**src/rtl/riscv_core_dpath_load_resp_queue.sv**
```systemverilog
`default_nettype none
// ============================================================================
// Module   : riscv_core_dpath_load_resp_queue
// Purpose  : In-order load-response buffer for the M stage. Reserves a slot
//            per issued load, captures memory responses without back-pressure,
//            aligns/extends subword loads and delivers results in issue order.
//            An empty-queue bypass gives zero added latency.
// Revision : 1.0 - initial release
// ============================================================================
module riscv_core_dpath_load_resp_queue #(
  parameter  int DEPTH = 4,
  localparam int PTR_W = $clog2(DEPTH)
) (
  input  logic             clk,
  input  logic             reset,        // asynchronous, active-low
  input  logic             req_val,
  output logic             req_rdy,
  input  logic [2:0]       req_fn,
  input  logic [1:0]       req_offset,
  input  logic             memresp_val,
  input  logic [31:0]      memresp_data,
  output logic             deq_val,
  input  logic             deq_rdy,
  output logic [31:0]      deq_data,
  output logic [PTR_W:0]   count,
  output logic             err_unexp
);

  localparam logic [PTR_W:0] C_DEPTH   = (PTR_W+1)'(DEPTH);
  localparam logic [PTR_W:0] C_PTR_ONE = (PTR_W+1)'(1);

  // Pointers carry one extra bit so full and empty are distinguishable
  logic [PTR_W:0]   tail_q, tail_d;
  logic [PTR_W:0]   rptr_q, rptr_d;
  logic [PTR_W:0]   head_q, head_d;
  logic [2:0]       fn_q   [DEPTH];
  logic [2:0]       fn_d   [DEPTH];
  logic [1:0]       off_q  [DEPTH];
  logic [1:0]       off_d  [DEPTH];
  logic [31:0]      data_q [DEPTH];
  logic [31:0]      data_d [DEPTH];
  logic [DEPTH-1:0] dvalid_q, dvalid_d;
  logic             err_q, err_d;

  logic [PTR_W-1:0] tail_idx, rptr_idx, head_idx;
  logic             req_fire, resp_pending, resp_hit, bypass, deq_fire;
  logic [2:0]       resp_fn;
  logic [1:0]       resp_off;
  logic [7:0]       resp_byte;
  logic [15:0]      resp_half;
  logic [31:0]      resp_aligned;

  assign tail_idx     = tail_q[PTR_W-1:0];
  assign rptr_idx     = rptr_q[PTR_W-1:0];
  assign head_idx     = head_q[PTR_W-1:0];

  assign count        = tail_q - head_q;
  assign req_rdy      = (count != C_DEPTH);
  assign req_fire     = req_val && req_rdy;
  assign resp_pending = (rptr_q != tail_q);
  assign resp_hit     = memresp_val && resp_pending;
  // The oldest load is still waiting for its data and it is arriving now
  assign bypass       = (head_q == rptr_q) && (head_q != tail_q) && memresp_val;
  assign deq_val      = dvalid_q[head_idx] || bypass;
  assign deq_data     = dvalid_q[head_idx] ? data_q[head_idx] : resp_aligned;
  assign deq_fire     = deq_val && deq_rdy;
  assign err_unexp    = err_q;

  // Align and extend the incoming word using the tag of the slot it answers
  always_comb begin
    resp_fn   = fn_q[rptr_idx];
    resp_off  = off_q[rptr_idx];
    resp_byte = memresp_data[{resp_off, 3'b000} +: 8];
    resp_half = resp_off[1] ? memresp_data[31:16] : memresp_data[15:0];
    case (resp_fn)
      3'd1:    resp_aligned = {{24{resp_byte[7]}}, resp_byte};
      3'd2:    resp_aligned = {24'd0, resp_byte};
      3'd3:    resp_aligned = {{16{resp_half[15]}}, resp_half};
      3'd4:    resp_aligned = {16'd0, resp_half};
      default: resp_aligned = memresp_data;  // lw and unused encodings
    endcase
  end

  // Next-state for pointers, slot storage and the sticky error flag
  always_comb begin
    tail_d   = tail_q;
    rptr_d   = rptr_q;
    head_d   = head_q;
    fn_d     = fn_q;
    off_d    = off_q;
    data_d   = data_q;
    dvalid_d = dvalid_q;
    err_d    = err_q;

    if (req_fire) begin
      fn_d[tail_idx]     = req_fn;
      off_d[tail_idx]    = req_offset;
      dvalid_d[tail_idx] = 1'b0;
      tail_d             = tail_q + C_PTR_ONE;
    end

    if (deq_fire) begin
      dvalid_d[head_idx] = 1'b0;
      head_d             = head_q + C_PTR_ONE;
    end

    // A bypassed response consumed this cycle never needs to be stored;
    // if the consumer stalls it is kept so it is presented again next cycle.
    if (resp_hit) begin
      rptr_d = rptr_q + C_PTR_ONE;
      if (!(bypass && deq_rdy)) begin
        data_d[rptr_idx]   = resp_aligned;
        dvalid_d[rptr_idx] = 1'b1;
      end
    end

    if (memresp_val && !resp_pending) begin
      err_d = 1'b1;
    end
  end

  // State register; reset discards every pending load immediately
  always_ff @(posedge clk or negedge reset) begin
    if (!reset) begin
      tail_q   <= '0;
      rptr_q   <= '0;
      head_q   <= '0;
      dvalid_q <= '0;
      err_q    <= 1'b0;
      for (int i = 0; i < DEPTH; i++) begin
        fn_q[i]   <= '0;
        off_q[i]  <= '0;
        data_q[i] <= '0;
      end
    end else begin
      tail_q   <= tail_d;
      rptr_q   <= rptr_d;
      head_q   <= head_d;
      dvalid_q <= dvalid_d;
      err_q    <= err_d;
      fn_q     <= fn_d;
      off_q    <= off_d;
      data_q   <= data_d;
    end
  end

endmodule
`default_nettype wire

```
**config.mk**
```make
export PLATFORM = sky130hd
export DESIGN_NAME = riscv_core_dpath_load_resp_queue
export DESIGN_NICKNAME = d
export VERILOG_FILES = /design/src/rtl/riscv_core_dpath_load_resp_queue.sv
export SDC_FILE = /design/constraint.sdc
export NUM_CORES = 1
export LEC_CHECK = 0
export BUFFER_PORTS_ARGS = -buffer_cell sky130_fd_sc_hd__buf_4
export CAP_MARGIN = 20
export CORE_UTILIZATION = 54
export CTS_CLUSTER_SIZE = 25
export DETAILED_ROUTE_END_ITERATION = 7
export PLACE_DENSITY = 0.77
export SYNTH_ARGS = -nofsm -noshare
export SYNTH_HDL_FRONTEND = slang
export SYNTH_SLANG_ARGS = --single-unit
```
**constraint.sdc**
```tcl
create_clock -name clk -period 2.95 [get_ports clk]
set_clock_uncertainty 0.15 [all_clocks]
set_input_delay 0.1475 -clock clk [delete_from_list [all_inputs] [get_ports clk]]
set_output_delay 0.1475 -clock clk [all_outputs]
set_load 0.005 [all_outputs]
```
# Yosys cells after proc, flatten, opt, wreduce, memory -nomap -nowiden
# Index checks and enable logic that the tools add are counted.
# classes
n_addsub,4
magnitude_cmp,11
eq_ne,8
shifts,1
mux,33
n_bitwise,9
n_reduce_logical,15
# ops
op,count
128-bit bitwise mux,1
32-bit 2-to-1 mux,4
32-bit case mux with 4 select lines,1
32-bit binary-select mux with 2-bit select,1
32-bit demux with 2-bit select,1
32-bit by 6-bit variable part select with 8-bit output,1
16-bit 2-to-1 mux,1
4-bit 2-to-1 mux,4
12-bit bitwise mux,1
1-bit logical AND,12
3-bit by 1-bit adder with 3-bit output (second input constant),3
3-bit greater-or-equal comparator (second input constant),3
2-bit by 3-bit less-than comparator with 1-bit output (second input constant),3
3-bit 2-to-1 mux,3
2-bit NOT with 3-bit output,3
4-bit bitwise AND,2
8-bit bitwise mux,1
4-bit NOT,2
3-bit binary-select mux with 2-bit select,1
1-bit demux with 2-bit select,3
3-bit demux with 2-bit select,1
3-bit by 2-bit equality test with 1-bit output (second input constant),2
2-bit by 1-bit greater-or-equal comparator with 1-bit output (second input constant),3
3-bit by 1-bit less-than comparator with 1-bit output (second input constant),2
other kinds (16),22
# totals
regBits,162
inputBits,42
out_inout_bits,38
elab_cells,98

# Depth between registers and ports, before layout
# Gate-level depths: netlist of run 1.
# depth
word_depth,12
depth_mapped,12
mapped_depth_nobuf,8

# Worst setup path after synthesis of run 1
# Ideal clock, no wire load.
# synth_path
kind,reg-to-reg
startpoint,reg head_q[1]
endpoint,reg data_q[48] in the netlist's numbering
setup_ps,126
arrival_ps,3011
t_required_ps,2674
slack_ps,-337
stages_incl_launch_ff,13
period_less_slack_ps,3287
path_cell_list,dfrtp_1 clkbuf_1 buf_1 inv_1 ha_1 and2_1 a2111oi_0 nand2_1 and3_1 clkbuf_1 clkbuf_1 nor2_1 a21oi_1
# synth_via
elab_chain_cells,6
# synth_lines
element,line_no,source
"start, declared",35,"logic [PTR_W:0] head_q, head_d;"
"start signal, assigned",127,head_q <= '0;
"start signal, assigned",138,head_q <= head_d;
3-bit equality test / 3-bit != test (equally long branches),63,assign bypass = (head_q == rptr_q) && (head_q != tail_q) && memresp_val;
1-bit logical AND (*) (2 in a row),63,
1-bit logical AND (*),111,if (!(bypass && deq_rdy)) begin
1-bit NOT (no line) (*),n/a,
2-bit AND reduction (no line) (*),n/a,
"end signal, assigned",143,data_q <= data_d;
"end, declared",40,logic [31:0] data_q [DEPTH];
# Every way passes the cells marked *; elsewhere a longest branch is shown, timed or not.
# A chain may end at the register's enable or synchronous reset.

# Final worst setup path of run 1
# layout_path
startpoint,reg rptr_q[0]
endpoint,out deq_data[8]
# layout_via
elab_chain_cells,7
# layout_lines
element,line_no,source
"start, declared",34,"logic [PTR_W:0] rptr_q, rptr_d;"
"start signal, assigned",137,rptr_q <= rptr_d;
2-bit NOT with 3-bit output (implied by the code) (*),"71, 72",
2-bit binary-select mux with 2-bit select / 3-bit binary-select mux with 2-bit select (equally long branches),"72, 71",
2-bit 2-to-1 mux (implied by the code) / 3-bit 2-to-1 mux (equally long branches) (2 in a row),"72, 71",
"32-bit by 6-bit variable part select with 8-bit output, or another cell as far along",73,"resp_byte = memresp_data[{resp_off, 3'b000} +: 8];"
32-bit case mux with 4 select lines (*),75,case (resp_fn)
32-bit 2-to-1 mux (*),65,assign deq_data = dvalid_q[head_idx] ? data_q[head_idx] : resp_aligned;
"end, declared",24,"output logic [31:0] deq_data,"
# Every way passes the cells marked *; elsewhere a longest branch is shown, timed or not. The select of a mux whose other input is x is not followed.

==> results.md, run 1 <==
* Status: finished, violations left
* Failing checks: negative setup slack
* Die span in x at 125 um
* Post-Syn Area at 8200 um2
* Post-synth top area cell: dfrtp_1
* CP peak stage delay at 580 ps
* CP max stage cell: mux4_2
* # fillers at 988
* Root Driver: clkbuf_16
* Final setup viols at 32
* Vias in the first global route at 7,223
* DRT antenna net count at 0
* Ys flop type: dfrtp_1
* Routed via count at 6,981
* Crit path required time at 2650 ps
* Largest net degree at the start of global routing at 74
* Die area at 15,700 um2
* Arrival time worst endpoint at 3090 ps
* Final hold vios at 0
* CP Capture Type: output pin
* Synthesized flop and latch total at 162
* Maximum clock frequency at 295 MHz
* Overflow after GRT at 0
* Max-Cap Viols at 0
* RSZ-0062 raised after global routing: yes
* Hold-critical path depth at 3
* Crit path max-delay family: multiplexers
* Initial antenna violation count at 0
* Syn Area/Cell at 10.4 um2
* Critical path depth at 10
* Hold WS at 16.2 ps
* Drt wl/cell at 20.8 um
* Area of the multi-input gates at 3990 um2
* Layout cells sized above 1 at 30.8%
* Minimum clock period after layout at 3390 ps
* Clock Tree Buf Depth at 2
* Slew margin rel. at 47.9%
* Crit-path most repeated cell: buf_4
* # DRC at 0
* First-pass GRT wire length at roughly 37 mm
* Reg clk slew, reported paths at 60 ps
* Initial Util at 56.0%
* Final WS setup at -442 ps
* Seq. cell area at 4060 um2
* Starting DRT DRC Count at 780
* H-tree levels at 4
* Yosys top cell area share at 49.5%
* Synthesis-to-finish area growth at 28.1%
* Yosys warnings at 0
* Global placer's final weighted congestion at 0.918
* Period utilization at 115%
* Via density at approximately 6.2
* GRT Total Usage at 31.2%
* Cell Chain, Critical Path: mux4_2 > mux2_4 > mux2i_2 > buf_4 > buf_4 > o21ai_1 > a222oi_1 > buf_4 > a21oi_1 > buf_4
* Core area at 14,600 um2
* R2R depth at 9
* Port bufs at 79
* Yosys cell types at between 40 and 50
* Hpwl dp at between 10 and 15 mm
* Worst hold path type: in2reg
* Clk Latency, worst-skew pair at ~430 ps
* Async S/R FF share, synth at 100%
* Gate Count Post-Synth at 788
* Nets at 993
* TritonCTS buffer count at 17
* Worst-Margin Slew at 782 ps
* Critical path class: reg2out
* CTS tree: done
* Drt total wl at 23.6 mm
* Crit path max fanout at 5
* Clk sink count at 162
* Final Max Tran Viols at 0
* Seq/Total Area, Yosys at 49.5%
* CP Launch Type: flop
* Worst path bufs/invs at 4
* # diodes at 0
* Number of flops mapped to enable cells by yosys at 0
* FP Rows at 44
* DR pass1 iterations at 8
* Synth area leaders: dfrtp_1, mux4_2, a21oi_1
* Die H at 125 um
* Syn_nets at 845
* Top Ports at 80
logic make-up after synthesis:
group / Yosys count / share of synthesized area, %
simple gates: 235 / 12.0
compound gates: 216 / 14.8
flops: 162 / 49.5
mux: 84 / 16.5
buf+inv: 61 / 3.31
xor+xnor: 15 / 1.60
fa+ha+maj: 15 / 2.38
final timing paths:
check	startpoint	end	slack, ps
worst min register to register	err_unexp	err_unexp	320
min in group asynchronous	reset	dvalid_q[0]	160
worst max-delay path	rptr_q[0]	deq_data[8]	-440
max in group asynchronous	reset	rptr_q[0]	1670
worst min-delay path	req_val	tail_q[0]	20
worst max register to register	rptr_q[0]	data_q[56]	20
cells in the mapped netlist, types with 4 or more instances:
cell type	number
xnor2_1	8
and2_1	5
mux2_2	31
nor2_1	93
nor2_4	5
nor2b_1	4
a21oi_1	89
nand3_1	12
a22oi_1	8
xor2_1	7
and3_1	4
o211ai_1	7
buf_2	4
buf_4	6
o21ai_0	83
buf_1	6
mux4_2	37
inv_1	8
dfrtp_1	162
a222oi_1	8
o21ai_1	7
clkbuf_1	34
nand2_1	106
mux2i_1	14
ha_1	14
a31o_2	5
tightest hold or removal path, stage by stage:
cell     delay, ps
buf_4           70
and2_1         240
xnor2_1         90
repair_timing:
item                                    in CTS  in global routing
resized for setup                           43                 19
pin swaps                                   12                 12
hold buffers                                24                  0
endpoints found under the setup margin      36                 50
endpoints found under the hold margin      156                  0
gates cloned                                 0                  0
buffers inserted                            21                 16
cell type report:
type | instances | area share [%]
flip-flops and latches | 162 | 38.6
well taps | 184 | 2.19
clock buffers | 23 | 4.55
multi-input cells | 565 | 38.0
repair buffers | 181 | 15.3
inverters | 9 | 0.358
clock inverters | 9 | 0.989
flip-flops by register name, indices dropped and copies added, names as in the netlist:
name	flops
data_q	128
dvalid_q	4
err_unexp	1
fn_q	12
head_q	3
off_q	8
rptr_q	3
tail_q	3
cells in the final DEF (no fill, tap or decap), drive strengths merged, types with 23 or more instances in the layout:
| cell type | n |
|---|---|
| dfrtp | 162 |
| nor2 | 99 |
| dlygate4sd3 | 24 |
| buf | 157 |
| o21ai | 90 |
| nand2 | 106 |
| mux2 | 32 |
| clkbuf | 23 |
| a21oi | 89 |
| mux4 | 37 |
through the flow:
stage / setup slack, ps / cells / utilization [%] / area [um2] / TNS (ps)
CTS: -448 / 1119 / 70.7 / 10400 / -10290
detailed placement: -196 / 1043 / 63.2 / 9260 / -808
finish: -442 / 1133 / 71.7 / 10500 / -9820
floorplan: 3.66 / 788 / - / 8200 / 0
global placement: -106 / 1043 / 63.2 / 9260 / -125
global route: -515 / 1133 / 71.7 / 10500 / -13630
layer usage:
metal	part of all wire (%)	GRT usage (%)	vias to the layer above
met5	0	0	-
met4	4.0	16.7	0
met3	8.2	7.15	91
met2	50	51.9	392
met1	38	38.0	3403
li1	-	-	3095
Power of run 1 is not shown: default switching activity piles up to over one toggle a cycle in this logic, so the estimate is an artifact.
==> run 2, diff against run 1 <==
--- a/config.mk
+++ b/config.mk
@@ -10,6 +10,7 @@
 export CORE_UTILIZATION = 54
 export CTS_CLUSTER_SIZE = 25
 export DETAILED_ROUTE_END_ITERATION = 7
+export HOLD_SLACK_MARGIN = 0.03
 export PLACE_DENSITY = 0.77
 export SYNTH_ARGS = -nofsm -noshare
 export SYNTH_HDL_FRONTEND = slang
==> results.md, run 2 (synthesized netlist as in run 1, its figures left out) <==
* Layout cells sized above 1 at 30.7% (-0.032 points)
* CP Launch Type: flop
* DRT antenna net count at 0 (unchanged)
* CP peak stage delay at 590 ps (about the same)
* # DRC at 0 (unchanged)
* Initial antenna violation count at 0 (unchanged)
* Overflow after GRT at 0 (unchanged)
* Commonest non-fill, non-tap cell in the layout: dfrtp_1
* Final Max Tran Viols at 0 (unchanged)
* Largest Register: data_q
* Crit-path most repeated cell: buf_4
* Drt total wl at 23.6 mm (about the same)
* Clk Latency, worst-skew pair at 430 ps (about the same)
* Final WS setup at -428 ps (+13.9 ps)
* Minimum clock period after layout at 3380 ps (-13.9 ps)
* H-tree levels at 4 (unchanged)
* Internal reg-to-reg setup slack at -10 ps (-30 ps)
* Die H at 125 um (unchanged)
* Maximum clock frequency at 296 MHz (+0.41%)
* RSZ-0062 raised after global routing: yes
* Final hold vios at 0 (unchanged)
* DR pass1 iterations at 7 (-1)
* Largest net degree at the start of global routing at 74 (unchanged)
* Root Driver: clkbuf_16
* Clk sink count at 162 (unchanged)
* Routed via count at 7,042 (+0.87%)
* Worst-Margin Slew at 776 ps (-5.97 ps)
* Reg clk slew, reported paths at 60 ps (about the same)
* Port bufs at 79 (unchanged)
* Final setup viols at 35 (+9.4%)
* Worst path bufs/invs at 4 (unchanged)
* Hpwl dp at 14.9 mm (unchanged)
* Slew margin rel. at 48.3% (+0.40 points)
* Die area at 15,700 um2 (unchanged)
* GRT Total Usage at 31.2% (+0.038 points)
* Commonest non-fill, non-tap cells in the layout: dfrtp_1, buf_4, nand2_1
* Crit path max fanout at 5 (unchanged)
* Max reg flops at 128 (unchanged)
* Nets at 994 (+0.10%)
* Max-Cap Viols at 0 (unchanged)
* Status: finished, violations left
* Sum of negative setup slack at -10,230 ps (-403 ps)
* Finished Cell Area at 10,500 um2 (about the same)
* Failing checks: negative setup slack
* CTS tree: done
* Placed inst area at 9260 um2 (unchanged)
* Top Ports at 80 (unchanged)
* Global placer's final weighted congestion at 0.918 (unchanged)
* Cell Chain, Critical Path: mux4_2 > mux2_4 > mux2i_2 > buf_4 > buf_4 > o21ai_1 > a222oi_1 > buf_4 > a21oi_1 > buf_4
* Worst hold path type: in2reg
* CP max stage cell: mux4_2
* TritonCTS buffer count at 17 (unchanged)
* Top flop regs: data_q x128, fn_q x12, off_q x8
* First-pass GRT wire length at 37.2 mm (about the same)
* Starting DRT DRC Count at 704 (-9.7%)
* Core area at 14,600 um2 (unchanged)
* # diodes at 0 (unchanged)
* Drt wl/cell at 20.8 um (about the same)
* Vias in the first global route at 7,229 (+0.083%)
* Arrival time worst endpoint at 3080 ps (about the same)
* Via density at 6.21 (+0.78%)
* Period utilization at 114% (-0.47 points)
* Synthesis-to-finish area growth at 28.2% (about the same)
* Clock Tree Buf Depth at 2 (unchanged)
* Crit path required time at 2650 ps (about the same)
* FP Rows at 44 (unchanged)
* Crit path max-delay family: multiplexers
* Initial Util at 56.0% (unchanged)
* Die span in x at 125 um (unchanged)
* Critical path class: reg2out
* CP Capture Type: output pin
## run 2: worst min-delay path, cell delays in order
cell	delay [ps]
buf_4	90
and2_1	260
xnor2_1	100
## run 2: stage by stage
stage | hold WS, ps | std cells | util [%] | setup WS, ps
2_1_floorplan | -298 | 788 | - | 3.66
3_3_place_gp | 44.1 | 1043 | 63.2 | -106
3_5_place_dp | 53.6 | 1043 | 63.2 | -196
4_1_cts | 40.9 | 1120 | 70.8 | -448
5_1_grt | 61.7 | 1134 | 71.8 | -515
6_report | 58.6 | 1134 | 71.8 | -428
## run 2: layout make-up
| class | instances | area, um2 |
|---|---|---|
| fillers | 987 | 4140 |
| flip-flops and latches | 162 | 4060 |
| multi-input cells | 565 | 3990 |
| repair buffers | 182 | 1610 |
| clock buffers | 23 | 478 |
| well taps | 184 | 230 |
| clock inverters | 9 | 104 |
| inverters | 9 | 37.5 |
## run 2: path summary, 6_finish.rpt
| check | from | end | cells past startpoint |
|---|---|---|---|
| setup reg to reg | rptr_q[0] | data_q[56] | 9 |
| hold reg to reg | err_unexp | err_unexp | 1 |
| max in group asynchronous | reset | rptr_q[0] | 3 |
| min in group asynchronous | reset | dvalid_q[0] | 2 |
| hold / removal | deq_rdy | head_q[0] | 3 |
| setup / recovery | rptr_q[0] | deq_data[8] | 10 |
## run 2: repair_timing
item                                   in CTS  in global routing
endpoints found under the hold margin     159                  0
pin swaps                                  12                 12
resized for setup                          43                 19
setup endpoints to repair                  36                 50
buffers inserted                           21                 16
hold buffers                               25                  0
## run 2: per-layer routing
layer  global-route usage, %  part of all wire, %  vias to the layer above
met4                    16.7                  4.1                        0
met1                    38.0                   37                     3453
met5                       0                    0                        -
met3                    7.15                  8.2                       99
met2                    52.0                   50                      389
li1                        -                    -                     3101
Power of run 2 is left out for the same reason.
